--- src/rtl/mux_arb_reg_pkg.sv ---
// rtl/mux_arb_reg_pkg.sv - shared constants for the arbitrated output-register mux
//
// Purpose: arbitration mode selectors and default datapath sizing, imported by
// the interface, the grant encoder and the top.
package mux_arb_reg_pkg;

    localparam int ARB_RR     = 0;   // round-robin, pointer follows the last winner
    localparam int ARB_FIXED  = 1;   // fixed priority, channel 0 highest
    localparam int MUXARB_W   = 32;  // default per-channel data width
    localparam int MUXARB_NCH = 4;   // default channel count

endpackage

--- src/rtl/mux_arb_reg_if.sv ---
// rtl/mux_arb_reg_if.sv - N-channel request bundle plus single output stage
//
// Purpose: groups the per-channel valid/ready/data inputs and the registered
// output handshake of mux_arb_reg.
// Modports:
//   master - upstream/downstream environment (drives in_valid, in_data, out_ready)
//   slave  - the arbiter (drives in_ready, out_valid, out_data, out_sel)
interface mux_arb_reg_if
    import mux_arb_reg_pkg::*;
#(
    parameter int WIDTH = MUXARB_W,
    parameter int NCH   = MUXARB_NCH,
    parameter int SELW  = $clog2(NCH)
);

    logic [NCH-1:0]       in_valid;
    logic [NCH-1:0]       in_ready;
    logic [NCH*WIDTH-1:0] in_data;
    logic                 out_valid;
    logic                 out_ready;
    logic [WIDTH-1:0]     out_data;
    logic [SELW-1:0]      out_sel;

    modport master (
        output in_valid, in_data, out_ready,
        input  in_ready, out_valid, out_data, out_sel
    );

    modport slave (
        input  in_valid, in_data, out_ready,
        output in_ready, out_valid, out_data, out_sel
    );

endinterface

--- src/rtl/mux_arb_reg_rr_grant.sv ---
// rtl/mux_arb_reg_rr_grant.sv - combinational round-robin / fixed-priority grant encoder
//
// Purpose: picks one requester out of NCH.
// Ports:
//   req     in  NCH   request vector
//   ptr     in  SELW  round-robin start index (ignored in fixed mode)
//   gnt_vld out 1     any request present
//   gnt_idx out SELW  winning index (0 when no request)
module rr_grant
    import mux_arb_reg_pkg::*;
#(
    parameter int NCH      = MUXARB_NCH,
    parameter int SELW     = $clog2(NCH),
    parameter int ARB_MODE = ARB_RR
) (
    input  logic [NCH-1:0]  req,
    input  logic [SELW-1:0] ptr,
    output logic            gnt_vld,
    output logic [SELW-1:0] gnt_idx
);

    // Double-width vector: the lower copy has requests below ptr masked off,
    // the upper copy is untouched. The lowest set bit of the whole vector is
    // the first requester at or after ptr, wrapping through the upper copy.
    logic [2*NCH-1:0] masked;

    always_comb begin
        masked = {req, req};
        if (ARB_MODE == ARB_RR) begin
            for (int i = 0; i < NCH; i++) begin
                if (i < int'(ptr)) begin
                    masked[i] = 1'b0;
                end
            end
        end else begin
            // Fixed priority: only the unmasked lower copy takes part.
            masked[2*NCH-1:NCH] = '0;
        end

        gnt_idx = '0;
        for (int i = 2*NCH-1; i >= 0; i--) begin
            if (masked[i]) begin
                gnt_idx = SELW'(i % NCH);
            end
        end

        gnt_vld = |req;
    end

endmodule

--- src/rtl/mux_arb_reg.sv ---
// rtl/mux_arb_reg.sv - N:1 arbitrated selector with a registered valid/ready output stage
//
// Purpose: grants one of NCH input channels (round-robin or fixed priority)
// and loads its data into a single output register.
// Ports:
//   clk   in  rising-edge clock
//   rstn  in  asynchronous active-low reset
//   bus   slave modport of mux_arb_reg_if (in_valid/in_ready/in_data,
//         out_valid/out_ready/out_data/out_sel)
module mux_arb_reg
    import mux_arb_reg_pkg::*;
#(
    parameter int WIDTH    = MUXARB_W,
    parameter int NCH      = MUXARB_NCH,
    parameter int SELW     = $clog2(NCH),
    parameter int ARB_MODE = ARB_RR
) (
    input  logic          clk,
    input  logic          rstn,
    mux_arb_reg_if.slave  bus
);

    logic [SELW-1:0]  rr_ptr;
    logic             gnt_vld;
    logic [SELW-1:0]  gnt_idx;
    logic             free;
    logic             xfer;
    logic [WIDTH-1:0] sel_data;

    // The register can take new data when empty or being drained this cycle,
    // which gives back-to-back transfers without a bubble.
    assign free = !bus.out_valid || bus.out_ready;
    assign xfer = free && gnt_vld;

    rr_grant #(
        .NCH      (NCH),
        .SELW     (SELW),
        .ARB_MODE (ARB_MODE)
    ) u_grant (
        .req     (bus.in_valid),
        .ptr     (rr_ptr),
        .gnt_vld (gnt_vld),
        .gnt_idx (gnt_idx)
    );

    always_comb begin
        bus.in_ready = '0;
        if (xfer) begin
            bus.in_ready[gnt_idx] = 1'b1;
        end
    end

    always_comb begin
        sel_data = '0;
        for (int i = 0; i < NCH; i++) begin
            if (gnt_idx == SELW'(i)) begin
                sel_data = bus.in_data[i*WIDTH +: WIDTH];
            end
        end
    end

    always_ff @(posedge clk or negedge rstn) begin
        if (!rstn) begin
            bus.out_valid <= 1'b0;
            bus.out_data  <= '0;
            bus.out_sel   <= '0;
            rr_ptr        <= '0;
        end else begin
            if (xfer) begin
                bus.out_valid <= 1'b1;
                bus.out_data  <= sel_data;
                bus.out_sel   <= gnt_idx;
                // Pointer moves past the winner; stays at 0 in fixed mode.
                if (ARB_MODE == ARB_RR) begin
                    rr_ptr <= (gnt_idx == SELW'(NCH-1)) ? '0 : gnt_idx + SELW'(1);
                end
            end else if (bus.out_ready) begin
                // Drain with no refill: data and index keep their last value.
                bus.out_valid <= 1'b0;
            end
        end
    end

endmodule
--- src/flat_wrapper.sv ---
// flat-port wrapper written by rule: the top's interface ports become plain ports
module mux_arb_reg_flat import mux_arb_reg_pkg::*;
#(
    parameter int WIDTH    = MUXARB_W,
    parameter int NCH      = MUXARB_NCH,
    parameter int SELW     = $clog2(NCH),
    parameter int ARB_MODE = ARB_RR
)
  (clk, rstn, bus_in_valid, bus_in_data, bus_out_ready, bus_in_ready, bus_out_valid, bus_out_data, bus_out_sel);
  mux_arb_reg_if #(.WIDTH(WIDTH), .NCH(NCH), .SELW(SELW)) bus_i ();
  input  logic clk;
  input  logic rstn;
  input wire logic [$bits(bus_i.in_valid)-1:0] bus_in_valid;
  input wire logic [$bits(bus_i.in_data)-1:0] bus_in_data;
  input wire logic [$bits(bus_i.out_ready)-1:0] bus_out_ready;
  output wire logic [$bits(bus_i.in_ready)-1:0] bus_in_ready;
  output wire logic [$bits(bus_i.out_valid)-1:0] bus_out_valid;
  output wire logic [$bits(bus_i.out_data)-1:0] bus_out_data;
  output wire logic [$bits(bus_i.out_sel)-1:0] bus_out_sel;
  assign bus_i.in_valid = bus_in_valid;
  assign bus_i.in_data = bus_in_data;
  assign bus_i.out_ready = bus_out_ready;
  assign bus_in_ready = bus_i.in_ready;
  assign bus_out_valid = bus_i.out_valid;
  assign bus_out_data = bus_i.out_data;
  assign bus_out_sel = bus_i.out_sel;
  mux_arb_reg #(.WIDTH(WIDTH), .NCH(NCH), .SELW(SELW), .ARB_MODE(ARB_MODE)) u_core (.clk(clk), .rstn(rstn), .bus(bus_i));
endmodule
--- config.mk ---
export PLATFORM = sky130hd
export DESIGN_NAME = mux_arb_reg_flat
export DESIGN_NICKNAME = d
export VERILOG_FILES = /design/src/rtl/mux_arb_reg_pkg.sv /design/src/rtl/mux_arb_reg_if.sv /design/src/rtl/mux_arb_reg_rr_grant.sv /design/src/rtl/mux_arb_reg.sv /design/src/flat_wrapper.sv
export SDC_FILE = /design/constraint.sdc
export NUM_CORES = 1
export LEC_CHECK = 0
export ABC_CLOCK_PERIOD_IN_PS = 2100
export BUFFER_PORTS_ARGS = -buffer_cell sky130_fd_sc_hd__buf_2
export CAP_MARGIN = 20
export CORE_ASPECT_RATIO = 1.5
export CORE_MARGIN = 3
export CORE_UTILIZATION = 39
export CTS_CLUSTER_DIAMETER = 100
export CTS_CLUSTER_SIZE = 12
export DETAILED_ROUTE_END_ITERATION = 8
export PLACE_DENSITY = 0.78
export SETUP_SLACK_MARGIN = 0.05
export SLEW_MARGIN = 30
export SYNTH_ARGS = -nofsm -noshare
export SYNTH_HDL_FRONTEND = slang
export SYNTH_HIERARCHICAL = 1
export SYNTH_SLANG_ARGS = --single-unit
--- constraint.sdc ---
create_clock -name clk -period 2.1 [get_ports clk]
set_input_delay 0.21 -clock clk [delete_from_list [all_inputs] [get_ports clk]]
set_output_delay 0.21 -clock clk [all_outputs]
set_load 0.02 [all_outputs]
### Word level (Yosys, flattened, before mapping)

Cells that the tools add are included.

| storage, ports and cells | value |
|---|---|
| bits in registers | 37 |
| input bits | 135 |
| output and inout bits | 39 |
| word-level logic and storage cells | 40 |

| operators by class | value |
|---|---|
| $add $sub $neg | 1 |
| magnitude comparators | 5 |
| equal/unequal tests | 3 |
| multiplexer cells | 20 |
| reductions and logical operators | 7 |

Operator list:

| cell | number |
|---|---|
| 2-to-1 mux 32 bit | 4 |
| 2-to-1 mux 2 bit | 8 |
| 2-to-1 mux 1 bit | 6 |
| equality test 2 bit, second input constant | 2 |
| less-than comparator 1 x 2 -> 1 bit, first input constant | 2 |
| 2-to-1 mux 4 bit | 1 |
| OR reduction 4 bit | 1 |
| less-than comparator 2 x 3 -> 1 bit, second input constant | 1 |
| adder 2 x 1 -> 2 bit, second input constant | 1 |
| demux 1 bit (select 2 bit) | 1 |
| equality test 2 x 1 -> 1 bit, second input constant | 1 |
| >= comparator 2 x 1 -> 1 bit, second input constant | 1 |
| logical AND 1 bit | 2 |
| zero test 2 bit | 1 |
| less-than comparator 2 bit, first input constant | 1 |
| nonzero test 2 bit | 1 |
| zero test 1 bit | 1 |
| logical OR 1 bit | 1 |

### Depth between registers and ports, before layout

| logic depth | value |
|---|---|
| depth in word-level cells | 12 |
| gate-level depth with buffers | 10 |
| depth with buffers taken out | 8 |

### Cells and area by module

Netlist, hierarchy kept.

Modules (own cells, without submodules):

| module | instances | cells each | area each (um^2) | sequential area each (um^2) |
|---|---|---|---|---|
| mux_arb_reg | 1 | 316 | 2603.7 | 925.9 |
| rr_grant | 1 | 12 | 77.6 | 0.0 |

### Worst setup path after synthesis

No wires, ideal clock.

| timing | value |
|---|---|
| path type | reg-to-reg |
| from | register u_core.rr_ptr[0] |
| to | register u_core.bus.out_data[16] |
| library setup time | 0.082 ns |
| data arrival time | 2.043 ns |
| data required time | 2.018 ns |
| slack | -0.025 ns |
| cell stages (with the launch flop) | 10 |
| path buffers | 2 |
| period minus slack after synthesis | 2.125 ns |
| cells stage by stage | dfrtp_1 > inv_1 > a22o_1 > a211oi_2 > inv_1 > ha_1 > buf_4 > clkbuf_1 > a221o_1 > a31oi_1 |

| between the ends | value |
|---|---|
| longest elaborated chain between the ends | 10 |
| elaborated cells on any way between the ends | 17 |
| classes of those cells | 3 x order compare; 3 x eq/ne; 10 x mux; 1 x reduce/logical |

Ends and longest elaborated chain:

| what | line | text |
|---|---|---|
| start: declaration | mux_arb_reg.sv:23 | `logic [SELW-1:0] rr_ptr;` |
| start signal: assignment | mux_arb_reg.sv:75 | `rr_ptr <= (gnt_idx == SELW'(NCH-1)) ? '0 : gnt_idx + SELW'(1);` |
| less-than comparator 2 bit | mux_arb_reg_rr_grant.sv:31 | `if (i < int'(ptr)) begin` |
| 2-to-1 mux 1 bit | mux_arb_reg_rr_grant.sv:31 |  |
| 2-to-1 mux 2 bit (2 in series) | mux_arb_reg_rr_grant.sv:42 | `if (masked[i]) begin` |
| 2-to-1 mux 2 bit (*) | mux_arb_reg_rr_grant.sv:42 |  |
| net u_core.gnt_idx[0] | mux_arb_reg.sv:25 | `logic [SELW-1:0] gnt_idx;` |
| zero test 2 bit | mux_arb_reg.sv:56 | `if (gnt_idx == SELW'(i)) begin` |
| 2-to-1 mux 32 bit (3 in series) | mux_arb_reg.sv:56 |  |
| 2-to-1 mux 32 bit (*) | mux_arb_reg.sv:56 |  |
| end signal: assignment | mux_arb_reg.sv:71 | `bus.out_data <= sel_data;` |
| end: declaration | mux_arb_reg_if.sv:31 | `output in_ready, out_valid, out_data, out_sel` |

Mark *: on every way through the listed nets, which the timed path passes. The rest lies on a longest branch.
A chain may end at the register's enable or synchronous reset.

### Worst setup path after layout

| timing | value |
|---|---|
| from | register u_core.rr_ptr[0] |
| to | register u_core.bus.out_data[2] |

The elaborated chain is that of the path after synthesis.

==> summary.md <==
| Metric | Value |
|---|---|
| Largest family of logic cells by synthesized area | `compound AO/OA/AOI/OAI gates` |
| Die Footprint | `7930 sq um` |
| Slew Viols, Final | `0` |
| Critical Path Start | `u_core/rr_ptr[0]$_DFFE_PN0P_` |
| Post-synthesis simple-gate area fraction | `16.2%` |
| Register bit total from synthesis | `37` |
| First-pass GRT wire length | `14.6 mm` |
| Synth top area share | `34.5%` |
| Syn-to-layout area delta | `55.4%` |
| Die height | `108 um` |
| Worst reg2reg path startpoint | `u_core/rr_ptr[0]$_DFFE_PN0P_` |
| Final setup violating endpoints | `36` |
| Ys Warns | `6` |
| Clock period minus worst slack | `2280 ps` |
| Multi-input gate area | `1520 sq um` |
| Status | `complete, but fails checks` |
| Pwr per Cell Area | `1360 nW/um^2` |
| Count leader, synth | `a21oi_1` |
| Final worst-path setup slack | `-179 ps` |
| Dpl hpwl | `6.86 mm` |
| Number of remaining DRC errors | `0` |
| Routed length per instance | `17.2 um` |
| Post-synth ARST share | `100%` |
| Fmax | `0.439 GHz` |
| GPL Wtd Cong | `0.875` |
| Total negative slack | `-2080 ps` |
| Post-synthesis compound-gate area fraction | `33.0%` |
| Maximum fanout along the worst path | `15` |
| Sequential area share after synthesis | `34.5%` |
| Initial Utilization | `40.8%` |
| Synth Area in XOR/XNOR | `0%` |
| Least-Margin Pin Slew | `845 ps` |
| Fraction of layout instances using a drive strength above 1 | `50.9%` |
| Area contributors post-synth | `dfrtp_1 (35%), a21oi_1 (12%), a221o_1 (12%)` |
| Final Hold Fails | `0` |
| Worst min path class | `in -> async` |
| Syn avg cell area | `8.17 sq um` |
| RSZ-0062 raised after global routing | `yes` |
| Leakage Power | `1.99 nW` |
| Post-synthesis adder-cell area fraction | `1.87%` |
| I/O Buffers | `173` |
| Antenna violations before repair | `0` |
| Critical path class | `reg -> reg` |
| Filler instances | `591` |
| Final ANT Viol Nets | `0` |
| Post-synth cell types | `26` |
| Nets | `647` |
| Mux cell area share after synthesis | `1.68%` |
| Max H-tree Level | `2` |
| Drt via density | `5.63` |
| Top Ports | `174` |
| CTS max path bufs | `2` |
| Slew HR | `43.7%` |
| Top cell type by total area after synthesis | `dfrtp_1` |
| Initial DRC count | `213` |
| Row count | `36` |
| Non-Filler Instances | `585` |
| Number of diodes | `0` |
| Overall power | `5.67 mW` |
| Drt pass-1 iters | `4` |
| Inserted Clock Buffers | `5` |
| Post-route core utilization | `63.4%` |
| Number of synthesized flops with an enable pin | `0` |
| Critical Path RT | `2310 ps` |
| Failing checks | `setup timing` |
| Register cell area after layout | `927 sq um` |
| Setup crit end kind | `flop` |
| Clk_lat worst skew | `290 ps` |
| Setup WS pre-CTS | `-53.9 ps` |
| # Max-Cap Violations | `0` |
| Clock skew | `7.39 ps` |
| DIE WIDTH | `73.7 um` |
| CTS tree | `yes` |
| Worst VDD drop | `0.668 mV` |
| Largest net degree at the start of global routing | `47` |
| Post-Syn Instances | `328` |
| Final Cycle Share | `109%` |
| Final wirelength | `10.0 mm` |
| Via Count | `3293` |
| GRT Util Overall | `23.3%` |
| GRT overflow | `0` |
| Ys flop type | `dfrtp_1` |
| CTS root buf | `clkbuf_8` |
| Core ar. | `6580 sq um` |
| Clock slew at reported path FFs | `80 ps` |
| Placed Instances | `556` |
| R2R Setup Slk | `-180 ps` |
| Startpoint types | `flop` |
| Syn Nets | `467` |
| Post-synth top cells | `a21oi_1 (66), dfrtp_1 (37)` |
| Crit path DAT | `2490 ps` |
| TritonCTS Sinks | `37` |
| Mapped Area | `2680 sq um` |
| Vias in the first global route | `3166` |
[critical path, cell delays in order (launching register included)]
cell	delay, ps
dfrtp_1	420
buf_6	140
nor3b_4	260
a211oi_4	90
buf_6	140
ha_4	180
bufbuf_16	280
nand3b_1	210
a221o_1	340
a31oi_1	160
[cells in the final DEF (no fill, tap or decap), drive strengths merged, types with 2 or more instances in the layout]
master  synthesis  layout
nand2b          3       3
mux2            4       4
a211oi          2       2
buf            18     205
ha              4       4
inv            36      36
nand3b         32      32
a31oi          32      32
clkbuf         19      10
a221o          32      32
dfrtp          37      37
and3            4       4
nand2          32      32
bufbuf          0       2
a21oi          66      66
[logic make-up (layout without fill, tap and decap cells)]
family,Yosys count,after routing
AND/OR/NAND/NOR,76,76
AO/OA/AOI/OAI,134,134
flip-flops,37,37
multiplexers,4,4
buffers and inverters,73,254
adder cells (fa/ha/maj),4,4
[registers in the layout, indices dropped and copies added (netlist names)]
signal and flops:
u_core/bus.out_sel 2, u_core/bus.out_valid 1, u_core/rr_ptr 2, u_core/bus.out_data 32
[power by group]
| group | internal, mW | leakage, nW | switching (mW) |
|---|---|---|---|
| Clock | 0.387 | 0.0585 | 0.250 |
| Sequential | 1.06 | 0.425 | 0.202 |
| Combinational | 1.84 | 1.51 | 1.93 |
[per-stage QoR]
| step | hold WS (ps) | area [sq um] |
|---|---|---|
| after global routing | 79.8 | 4170 |
| after detailed placement | 356 | 3630 |
| after global placement | 346 | 3630 |
| after CTS | 40.5 | 4020 |
| final | 23.7 | 4170 |
| after floorplan | -85.6 | 2700 |
[routing by layer]
layer	GRT usage, %	wire [um]	up-vias
met5	0	0	-
met4	11.7	380	0
met3	3.83	654	30
met2	42.5	5610	157
met1	24.7	3400	1549
li1	-	-	1557
[timing repair]
action                                  in CTS  in global routing
hold buffers                                 0                  0
pin swaps                                   10                  6
gates cloned                                 2                  3
buffers inserted                            12                  4
endpoints found under the setup margin      36                 37
resized for setup                           23                 10
[worst paths after layout]
kind / endpoint / depth (start not counted)
max: u_core/bus.out_data[2]$_DFFE_PN0P_ / 9
min: u_core/bus.out_data[16]$_DFFE_PN0P_ / 1
max reg2reg: u_core/bus.out_data[2]$_DFFE_PN0P_ / 9
min reg2reg: u_core/bus.out_sel[0]$_DFFE_PN0P_ / 1
max in group asynchronous: u_core/rr_ptr[1]$_DFFE_PN0P_ / 1
min in group clk: u_core/bus.out_data[3]$_DFFE_PN0P_ / 3
[cell type report]
class	count	area share (%)
Clock inverter	1	0.721
Multi-Input combinational cell	218	36.5
Tap cell	76	2.28
Sequential cell	37	22.3
Inverter	36	3.24
Clock buffer	7	2.07
Timing Repair Buffer	210	32.9
Power figures use the tool's default switching activity.
